===== src/rtl/load_store_unit.sv =====
// RV32I load/store unit: one request at a time against a word-wide data memory
// with a one-cycle read latency. Sub-word stores are read-modify-write.
module load_store_unit #(
  parameter int MEM_WORDS = 256
) (
  input  logic        clk,
  input  logic        rst,
  input  logic        req_valid,
  output logic        req_ready,
  input  logic        req_we,
  input  logic [2:0]  req_funct3,
  input  logic [31:0] req_addr,
  input  logic [31:0] req_wdata,
  output logic        resp_valid,
  output logic [31:0] resp_rdata,
  output logic        resp_err,
  output logic [31:0] mem_addr,
  output logic        mem_we,
  output logic [31:0] mem_wdata,
  input  logic [31:0] mem_rdata,
  output logic [2:0]  dbg_state
);

  localparam logic [2:0] S_IDLE = 3'd0;
  localparam logic [2:0] S_RD   = 3'd1;
  localparam logic [2:0] S_CAP  = 3'd2;
  localparam logic [2:0] S_WR   = 3'd3;
  localparam logic [2:0] S_RESP = 3'd4;

  localparam logic [31:0] MEM_LIMIT = 32'(MEM_WORDS);

  // Handshake: a request transfers on a rising edge where req_valid && req_ready;
  // req_ready is high only in IDLE, and every req_* field is captured on that edge.

  logic [2:0]  state;
  logic [31:0] addr_q;
  logic [2:0]  funct3_q;
  logic        we_q;
  logic        err_q;
  logic [15:0] st_q;
  logic [31:0] wdata_q;
  logic [31:0] rdata_q;

  logic        req_err;
  logic        accept;
  logic [31:0] byte_sh;
  logic [31:0] half_sh;
  logic [31:0] load_val;
  logic [31:0] st_mask;
  logic [31:0] st_data;
  logic [31:0] merged;

  assign req_ready  = rst && (state == S_IDLE);
  assign accept     = req_valid && req_ready;
  assign resp_valid = (state == S_RESP);
  assign resp_rdata = resp_valid ? rdata_q : 32'd0;
  assign resp_err   = resp_valid && err_q;
  assign mem_we     = (state == S_WR);
  assign mem_addr   = {2'b00, addr_q[31:2]};
  assign mem_wdata  = wdata_q;
  assign dbg_state  = state;

  always_comb begin
    req_err = 1'b0;
    case (req_funct3)
      3'b000, 3'b100: req_err = 1'b0;
      3'b001, 3'b101: req_err = req_addr[0];
      3'b010:         req_err = (req_addr[1:0] != 2'b00);
      default:        req_err = 1'b1;
    endcase
    if (req_we && req_funct3[2]) req_err = 1'b1;
    if ({2'b00, req_addr[31:2]} >= MEM_LIMIT) req_err = 1'b1;
  end

  // Lane extraction for loads: shift the selected byte/halfword down to bit 0.
  always_comb begin
    byte_sh  = mem_rdata >> {addr_q[1:0], 3'b000};
    half_sh  = mem_rdata >> {addr_q[1], 4'b0000};
    load_val = mem_rdata;
    case (funct3_q)
      3'b000:  load_val = {{24{byte_sh[7]}}, byte_sh[7:0]};
      3'b100:  load_val = {24'd0, byte_sh[7:0]};
      3'b001:  load_val = {{16{half_sh[15]}}, half_sh[15:0]};
      3'b101:  load_val = {16'd0, half_sh[15:0]};
      default: load_val = mem_rdata;
    endcase
  end

  // Sub-word store merge: replicate the data across lanes and keep only the target lanes.
  always_comb begin
    if (funct3_q[1:0] == 2'b00) begin
      st_mask = 32'h0000_00FF << {addr_q[1:0], 3'b000};
      st_data = {4{st_q[7:0]}};
    end else begin
      st_mask = 32'h0000_FFFF << {addr_q[1], 4'b0000};
      st_data = {2{st_q}};
    end
    merged = (mem_rdata & ~st_mask) | (st_data & st_mask);
  end

  always_ff @(posedge clk or negedge rst) begin
    if (!rst) begin
      state    <= S_IDLE;
      addr_q   <= 32'd0;
      funct3_q <= 3'd0;
      we_q     <= 1'b0;
      err_q    <= 1'b0;
      st_q     <= 16'd0;
      wdata_q  <= 32'd0;
      rdata_q  <= 32'd0;
    end else begin
      case (state)
        S_IDLE: begin
          if (accept) begin
            addr_q   <= req_addr;
            funct3_q <= req_funct3;
            we_q     <= req_we;
            err_q    <= req_err;
            st_q     <= req_wdata[15:0];
            wdata_q  <= req_wdata;
            rdata_q  <= 32'd0;
            if (req_err)                             state <= S_RESP;
            else if (req_we && req_funct3 == 3'b010) state <= S_WR;
            else                                     state <= S_RD;
          end
        end
        S_RD: state <= S_CAP;
        S_CAP: begin
          if (we_q) begin
            wdata_q <= merged;
            state   <= S_WR;
          end else begin
            rdata_q <= load_val;
            state   <= S_RESP;
          end
        end
        S_WR:    state <= S_RESP;
        S_RESP:  state <= S_IDLE;
        default: state <= S_IDLE;
      endcase
    end
  end

endmodule

===== config.mk =====
export PLATFORM = sky130hd
export DESIGN_NAME = load_store_unit
export DESIGN_NICKNAME = d
export VERILOG_FILES = /design/src/rtl/load_store_unit.sv
export SDC_FILE = /design/constraint.sdc
export NUM_CORES = 1
export LEC_CHECK = 0
export ABC_AREA = 1
export CORE_ASPECT_RATIO = 0.9
export CORE_MARGIN = 3
export CORE_UTILIZATION = 25
export DETAILED_ROUTE_END_ITERATION = 10
export SLEW_MARGIN = 0
export SYNTH_ARGS = -nofsm -noshare
export SYNTH_HDL_FRONTEND = slang
export SYNTH_SLANG_ARGS = --single-unit
export TNS_END_PERCENT = 20

===== constraint.sdc =====
create_clock -name clk -period 1.55 [get_ports clk]
set_clock_uncertainty 0.15 [all_clocks]
set_input_delay 0.31 -clock clk [delete_from_list [all_inputs] [get_ports clk]]
set_output_delay 0.31 -clock clk [all_outputs]
set_load 0.02 [all_outputs]

==> flow_metrics.tcl <==
set metrics [dict create \
    synth_ff_type "dfrtp_1" \
    synth_xor_area_share_pct 0 \
    clock_path_buffers 2 \
    hold_path.class "input port to flop" \
    yosysUniqueCellTypes 34 \
    synth_compound_area_share_pct 19.0 \
    antenna_found_initial 4 \
    ys_ff_latch 120 \
    die_h_um 158 \
    gp_congestion 0.884 \
    period_needed_ns 2.01 \
    p_switching_mw 3.54 \
    max_freq_ghz 0.498 \
    cts_root_buffer "clkbuf_16" \
    grt_pass1_wl_um 37600 \
    mappedNetlistArea_sq_um 6460 \
    comb_power_share_pct 26.8 \
    grt_use_total_pct 17.5 \
    yosysWarnings 0 \
    hold_violations 0 \
    setup_ws_ns -0.460 \
    worst_setup_path_start_kind "flop" \
    grt_pass1_vias 6655 \
    fill_cells 2590 \
    synthMuxAreaShare_pct 0 \
    crit_path_end_kind "output pin" \
    overflow 0 \
    dieArea_sq_um 27800 \
    first_pass_iters 5 \
    wl_per_cell_um 16.5 \
    rsz0062_at_grt "true" \
    synthTopCellsByArea "dfrtp_1 46%, nand2_1 13%, o21ai_0 7.7%" \
    synth_cells 859 \
    worstPathMaxFanout 8 \
    finalCritPeriodShare_pct 130 \
    ant_nets 0 \
    drive_above_1_share_pct 31.8 \
    critPathKind "flop to output pin" \
    synthToLayoutAreaGrowth_pct 60.9 \
    netlist.area_leader.share_pct 46.5 \
    drc_errors 0 \
    violations "setup timing" \
    holdWs_ns 0.272 \
    power_frac_seq_pct 35.0 \
    relSlewSlack_pct 60.5 \
    diodes 0 \
    cts_made_buffers 17 \
    worst_slew_pin_slew_ns 0.593 \
    yosysTopAreaCell "dfrtp_1" \
    power_frac_clock_pct 38.2 \
    grt_max_degree 96 \
    num_vias 6704 \
    drv_cap 0 \
    p_leak_nw 4.72 \
    finalSetupViolCount 158 \
    synth_top_family_by_area "simple AND/OR/NAND/NOR gates" \
    cts_sinks 120 \
    r2r_slack_ns -0.29 \
    synth_adder_area_share_pct 0 \
    yosysSeqAreaShare_pct 46.5 \
    async_flop_share_pct 100 \
    dieWidth_um 175 \
    num_rows 55 \
    final_cells 1480 \
    synth_edf_count 0 \
    ioPinCount 206 \
    htreeDepth 4 \
    cts.clk_slew.worst_paths_ns 0.06 \
    port_buffers 203 \
    cellPowerDensity_nw_per_um2 1020 \
    synth_simple_gate_area_share_pct 22.1 \
    cp_data_required_time_ns 1.09 \
    slew_viol_final 0 \
    tns_ns -37.12 \
    post-synth-top-count-cell "nand2_1" \
    hpwl_um 18100 \
    critPathArrivalTime_ns 1.55 \
    switching_share_pct 33.5 \
    status "complete, but fails checks" \
    irDropWorstVdd_mv 0.434 \
    drtIter0Drc 489 \
    intPower_mw 7.04 \
    tritoncts "done" \
    initial_utilization_pct 25.6 \
    fin_nets 1228 \
    synth_common_cells "228 x nand2_1, 120 x dfrtp_1, 99 x o21ai_0" \
    syn-mean-instance-area_sq_um 7.52 \
    dp.cells 1437 \
    coreArea_sq_um 25300 \
    viasPerCell 4.53 \
    dp_slack_ns -0.538 \
    wirelength_um 24500 \
    clkLatencyLatePin_ns 0.43 \
]
-- through the flow --
stage | area, sq um | util, % | total power, mW
final | 10400 | 41.1 | 10.6
after global routing | 10400 | 41.1 | 11.1
after CTS | 10400 | 41.0 | 10.7
after detailed placement | 9620 | 38.1 | 6.71
after global placement | 9620 | 38.1 | 6.69
after floorplan | 6730 | - | 5.29
-- critical path, stage by stage, from the launching register on --
cell and delay, ns:
dfrtp_2 0.40, inv_2 0.06, nand2_2 0.07, nor2_4 0.13, inv_6 0.09, buf_12 0.16
nor2_4 0.09, buf_6 0.12
-- timing repair --
action | in CTS | in global routing
setup buffers | 3 | 3
resized for setup | 490 | 94
cloned | 1 | 4
endpoints found under the setup margin | 221 | 206
pin swaps | 11 | 13
hold buffers | 1 | 0
endpoints found under the hold margin | 25 | 0
-- cell families (layout without fill, tap and decap cells) --
kind of cell | count (synthesis) | count (layout)
DFF | 120 | 120
AOI/OAI and AO/OA | 229 | 229
and+or+nand+nor | 349 | 349
buffers and inverters | 160 | 438
other | 1 | 2
-- power by group through the flow --
stage	registers (mW)	clock network [mW]	logic, mW
finish	3.71	4.04	2.84
detailed placement	3.76	0	2.95
floorplan	3.89	0	1.40
global placement	3.76	0	2.93
global route	3.76	4.26	3.11
CTS	3.71	4.12	2.89
-- per-layer routing --
metal	share of wire, %	wire length (um)	GRT usage (%)
met1	44	10700	22.9
met2	44	10900	27.2
met3	9.6	2340	6.82
met4	2.0	499	4.56
met5	0.22	54	0
-- final cells by class --
cell class              count  area (sq um)  area share (%)
clock buffers              17           425            4.09
clock inverters            15           168            1.61
inverters                  86           343            3.30
multi-input cells         580          3070            29.6
flip-flops and latches    120          3010            28.9
well taps                 342           428            4.12
repair buffers            320          2950            28.4
-- worst paths after layout --
path                              start             end  cells after the start
max reg2reg                dbg_state[2]      rdata_q[7]                      9
max in group asynchronous           rst         st_q[1]                      4
max                        dbg_state[1]  resp_rdata[23]                      7
min in group asynchronous           rst      addr_q[26]                      3
min                         req_addr[8]       addr_q[8]                      3
min reg2reg                     st_q[8]         st_q[8]                      2
-- layout by cell type, fill, tap and decap left out, drive strengths merged --
cell type      count
nor3               2
buf              210
o31ai              1
conb               2
nand4              1
o211ai            10
nand2            236
clkinv             3
inv               91
dfrtp            120
nand3              7
clkbuf            21
o21ai            106
o22ai             11
clkdlybuf4s15      4
clkinvlp           5
a31oi              1
a211oi             3
nor2             102
bufinv             2
nor4               1
a21oi             97
dlygate4sd3        1
clkdlybuf4s50    101
-- state kept, by name (all words and copies together) (netlist names) --
name and count:
st_q 16, dbg_state 3, addr_q 32, we_q 1
rdata_q 32, funct3_q 3, err_q 1, mem_wdata 32
(Power assumes the default switching activity.)
==> variant 1, RTL diff (same flow settings) <==
Make the reset (`rst`) synchronous in one clocked block.
--- a/src/rtl/load_store_unit.sv
+++ b/src/rtl/load_store_unit.sv
@@ -99,5 +99,5 @@
   end
 
-  always_ff @(posedge clk or negedge rst) begin
+  always_ff @(posedge clk) begin
     if (!rst) begin
       state    <= S_IDLE;
Function: differs if rst is asserted again (counterexample within 4 cycles, from zero or initial values and one cycle with rst low); with rst held inactive, the same outputs for 4 cycles.
==> variant 1 against the unedited design <==
  * The flow still finishes with violations (negative setup slack)
  * Hold slack better by 0.027 ns
  * Worst setup slack better by 0.020 ns
  * Final cell count up 9.1%
  * Count of clock-buffer cells in the layout up 6
  * Sequential cell count unchanged
  * Design area up 2.9%
  * Synthesized area down 0.85%
  * Total power down 5.6%
  * Critical path type unchanged
  * Wire length up 1.7%
  * Sequential share of layout area down 6.4 points
==> variant 1: results (changes against the unedited design) <==
<table>
<tr><th>Metric</th><th>Value</th></tr>
<tr><th colspan="2">GRT</th></tr>
<tr><td>Number of global-route vias before repair</td><td>6925 (was 6655)</td></tr>
<tr><td>Maximum number of pins on one net before global-route repair</td><td>49 (was 96)</td></tr>
<tr><td>Overall track demand over capacity in global routing</td><td>17.1% (was 17.5%)</td></tr>
<tr><th colspan="2">Timing</th></tr>
<tr><td>Number of failing setup endpoints in the final timing report</td><td>140 (was 158)</td></tr>
<tr><td>Setup slack of the critical path after layout</td><td>-0.440 ns (was -0.460 ns)</td></tr>
<tr><td>Smallest hold slack</td><td>0.299 ns (was 0.272 ns)</td></tr>
<tr><th colspan="2">Placed design</th></tr>
<tr><td>Placed standard-cell area</td><td>0.00969 mm² (was 0.00962 mm²)</td></tr>
<tr><th colspan="2">Pwr</th></tr>
<tr><td>IR Drop Worst-Case VDD</td><td>0.000658 V (was 0.000434 V)</td></tr>
<tr><td>Standby leakage power</td><td>4.45 nW (was 4.72 nW)</td></tr>
<tr><th colspan="2">Yosys</th></tr>
<tr><td>Top post-synthesis cells by area</td><td>sky130_fd_sc_hd__dfxtp_1 (38%), sky130_fd_sc_hd__nand2_1 (16%), sky130_fd_sc_hd__a21oi_1 (13%) (was sky130_fd_sc_hd__dfrtp_1 (46%), sky130_fd_sc_hd__nand2_1 (13%), sky130_fd_sc_hd__o21ai_0 (7.7%))</td></tr>
<tr><td>Share of the yosys chip area belonging to registers</td><td>37.5% (was 46.5%)</td></tr>
<tr><td>Main synth FF type</td><td>sky130_fd_sc_hd__dfxtp_1 (was sky130_fd_sc_hd__dfrtp_1)</td></tr>
<tr><th colspan="2">Final layout</th></tr>
<tr><td># nets final</td><td>1368 (was 1228)</td></tr>
<tr><td>Share of final-layout standard cells stronger than drive strength 1</td><td>30.7% (was 31.8%)</td></tr>
<tr><th colspan="2">Setup path</th></tr>
<tr><td>Biggest fanout along the worst timing path</td><td>11 (was 8)</td></tr>
<tr><td>Critical R2R Launch</td><td>dbg_state[0] (was dbg_state[2])</td></tr>
<tr><td>Slowest stage cell, crit path</td><td>sky130_fd_sc_hd__dfxtp_2 (was sky130_fd_sc_hd__dfrtp_2)</td></tr>
<tr><th colspan="2">Status</th></tr>
<tr><td>Outcome</td><td>finished with violations (unchanged)</td></tr>
<tr><td>Violations in the final reports</td><td>negative setup slack (unchanged)</td></tr>
<tr><th colspan="2">Worst hold path</th></tr>
<tr><td>End of the worst hold path</td><td>addr_q[8] (unchanged)</td></tr>
</table>
[variant 1: area by class of cell]
class                   instances  area, µm²
fillers                      2575      14000
multi-input cells             672       3630
repair buffers                340       3180
flip-flops and latches        120       2410
clock buffers                  23        478
inverters                     114        434
well taps                     336        420
clock inverters                 9        145
diodes                          1       2.50
[variant 1: where the power goes]
| part | switching (mW) | internal [mW] |
|---|---|---|
| Sequential | 0.114 | 3.27 |
| Clock | 1.43 | 2.81 |
| Combinational | 1.32 | 1.05 |
| Total | 2.87 | 7.13 |
[variant 1: what timing repair did]
action	in CTS	in global routing
endpoints found under the setup margin	216	204
buffers inserted	5	2
pin swaps	14	7
resized for setup	373	130
hold buffers	0	0
cloned	2	5
[variant 1: layer usage]
layer | wire [µm] | global-route usage [%] | part of all wire (%) | up-vias
met5 | 0 | 0 | 0 | -
met4 | 359 | 4.03 | 1.4 | 0
met3 | 1910 | 4.32 | 7.7 | 19
met2 | 11500 | 27.4 | 46 | 296
met1 | 11200 | 23.2 | 45 | 3420
li1 | - | - | - | 3685
[variant 1: cell families (layout without fill, tap and decap cells)]
group | count (synthesis) | count (layout) | share of synthesized area [%]
DFF | 120 | 120 | 37.5
other | 1 | 3 | 0.0586
buffers and inverters | 202 | 486 | 14.5
AOI/OAI and AO/OA | 261 | 261 | 22.0
and+or+nand+nor | 409 | 409 | 26.0
[variant 1: stage by stage]
step,setup TNS [ns],std cells,setup WS (ns)
2_1_floorplan,-3.83,994,-0.100
3_3_place_gp,-71.10,1568,-0.694
3_5_place_dp,-72.94,1568,-0.643
4_1_cts,-31.33,1607,-0.497
5_1_grt,-49.71,1615,-0.536
6_report,-36.07,1615,-0.440
==> variant 2, RTL diff (same settings) <==
Made on the original files. `MEM_WORDS`: 256 -> 128.
--- a/src/rtl/load_store_unit.sv
+++ b/src/rtl/load_store_unit.sv
@@ -2,5 +2,5 @@
 // with a one-cycle read latency. Sub-word stores are read-modify-write.
 module load_store_unit #(
-  parameter int MEM_WORDS = 256
+  parameter int MEM_WORDS = 128
 ) (
   input  logic        clk,
Behaviour: not the same (a bounded check fails within 4 cycles, from zero or initial values and one cycle with rst low).
==> variant 2 against the unedited design <==
  * The flow still finishes with violations (negative setup slack)
  * Synthesized area is 2.7% higher
  * Worst setup slack worse by 0.052 ns
  * Sequential cell count stayed put
  * Largest cell class is now buffers
  * Design area is 6.6% higher
  * Wire length is 6.0% higher
  * Hold slack better by 0.0017 ns
  * Via count is 4.2% higher
Power is not compared: it rests on default switching activity, and its combinational part moved more than twofold at a synthesized area within 25%.
==> variant 2: results (changes against the unedited design) <==
<table>
<tr><th>Metric</th><th>Value</th></tr>
<tr><th colspan="2">Status</th></tr>
<tr><td>Outcome</td><td>finished with violations (unchanged)</td></tr>
<tr><td>Violations in the final reports</td><td>negative setup slack (unchanged)</td></tr>
<tr><th colspan="2">Final layout</th></tr>
<tr><td>Number of logic inverters in the finished layout</td><td>127 (was 86)</td></tr>
<tr><td>Share of final-layout standard cells stronger than drive strength 1</td><td>30.7% (was 31.8%)</td></tr>
<tr><td>Area fraction of clock buffers and clock inverters</td><td>5.76% (was 5.71%)</td></tr>
<tr><td>Area of combinational cells with multiple inputs</td><td>0.00324 mm² (was 0.00307 mm²)</td></tr>
<tr><td>Reg area</td><td>0.00301 mm² (about the same)</td></tr>
<tr><td># nets final</td><td>1315 (was 1228)</td></tr>
<tr><td>Number of diodes added for antenna fixing</td><td>1 (was 0)</td></tr>
<tr><th colspan="2">Timing</th></tr>
<tr><td>Number of failing setup endpoints in the final timing report</td><td>159 (was 158)</td></tr>
<tr><td>Setup slack of the critical path after layout</td><td>-0.512 ns (was -0.460 ns)</td></tr>
<tr><td>Post-Route Setup TNS</td><td>-56.83 ns (was -37.12 ns)</td></tr>
<tr><th colspan="2">GRT</th></tr>
<tr><td>Maximum number of pins on one net before global-route repair</td><td>95 (was 96)</td></tr>
<tr><td>Overall track demand over capacity in global routing</td><td>16.9% (was 17.5%)</td></tr>
<tr><th colspan="2">Drt</th></tr>
<tr><td>Drt initial violations</td><td>553 (was 489)</td></tr>
<tr><td>Post-DR vias/cell</td><td>4.46 (was 4.53)</td></tr>
<tr><td>DR WL/cell</td><td>16.5 µm (about the same)</td></tr>
<tr><th colspan="2">Setup path</th></tr>
<tr><td>Critical R2R Capture</td><td>mem_wdata[7] (was rdata_q[7])</td></tr>
<tr><th colspan="2">Clock tree</th></tr>
<tr><td>Insertion delay of the later-clocked pin in the worst-skew pair</td><td>0.41 ns (was 0.43 ns)</td></tr>
<tr><th colspan="2">Yosys</th></tr>
<tr><td>Top post-synthesis cells by area</td><td>sky130_fd_sc_hd__dfrtp_1 (45%), sky130_fd_sc_hd__nand2_1 (16%), sky130_fd_sc_hd__o21ai_0 (8.7%) (was sky130_fd_sc_hd__dfrtp_1 (46%), sky130_fd_sc_hd__nand2_1 (13%), sky130_fd_sc_hd__o21ai_0 (7.7%))</td></tr>
</table>
==> variant 2: timing repair <==
item	CTS	global route
gates cloned	2	10
setup buffers	3	18
endpoints found under the hold margin	26	0
gates resized for setup	434	176
hold buffers	1	0
pin swaps	3	27
endpoints found under the setup margin	221	293
==> variant 2: metal layers <==
metal | routed length, µm | vias to the layer above | GRT usage (%)
met4 | 367 | 4 | 3.60
li1 | - | 3464 | -
met1 | 11900 | 3267 | 23.7
met5 | 27 | - | 0
met2 | 11800 | 224 | 25.4
met3 | 1820 | 27 | 5.39
==> variant 2: per-stage QoR <==
stage | std cells | util [%] | hold slack [ns]
after CTS | 1539 | 41.6 | 0.298
after global placement | 1502 | 38.3 | 0.211
final | 1568 | 43.3 | 0.274
after floorplan | 927 | - | -0.136
after global routing | 1567 | 43.3 | 0.284
after detailed placement | 1502 | 38.3 | 0.212
==> variant 2: cells by family after synthesis <==
group	count (synthesis)
compound gates	197
buf+inv	203
other cells	1
simple gates	405
flops	120
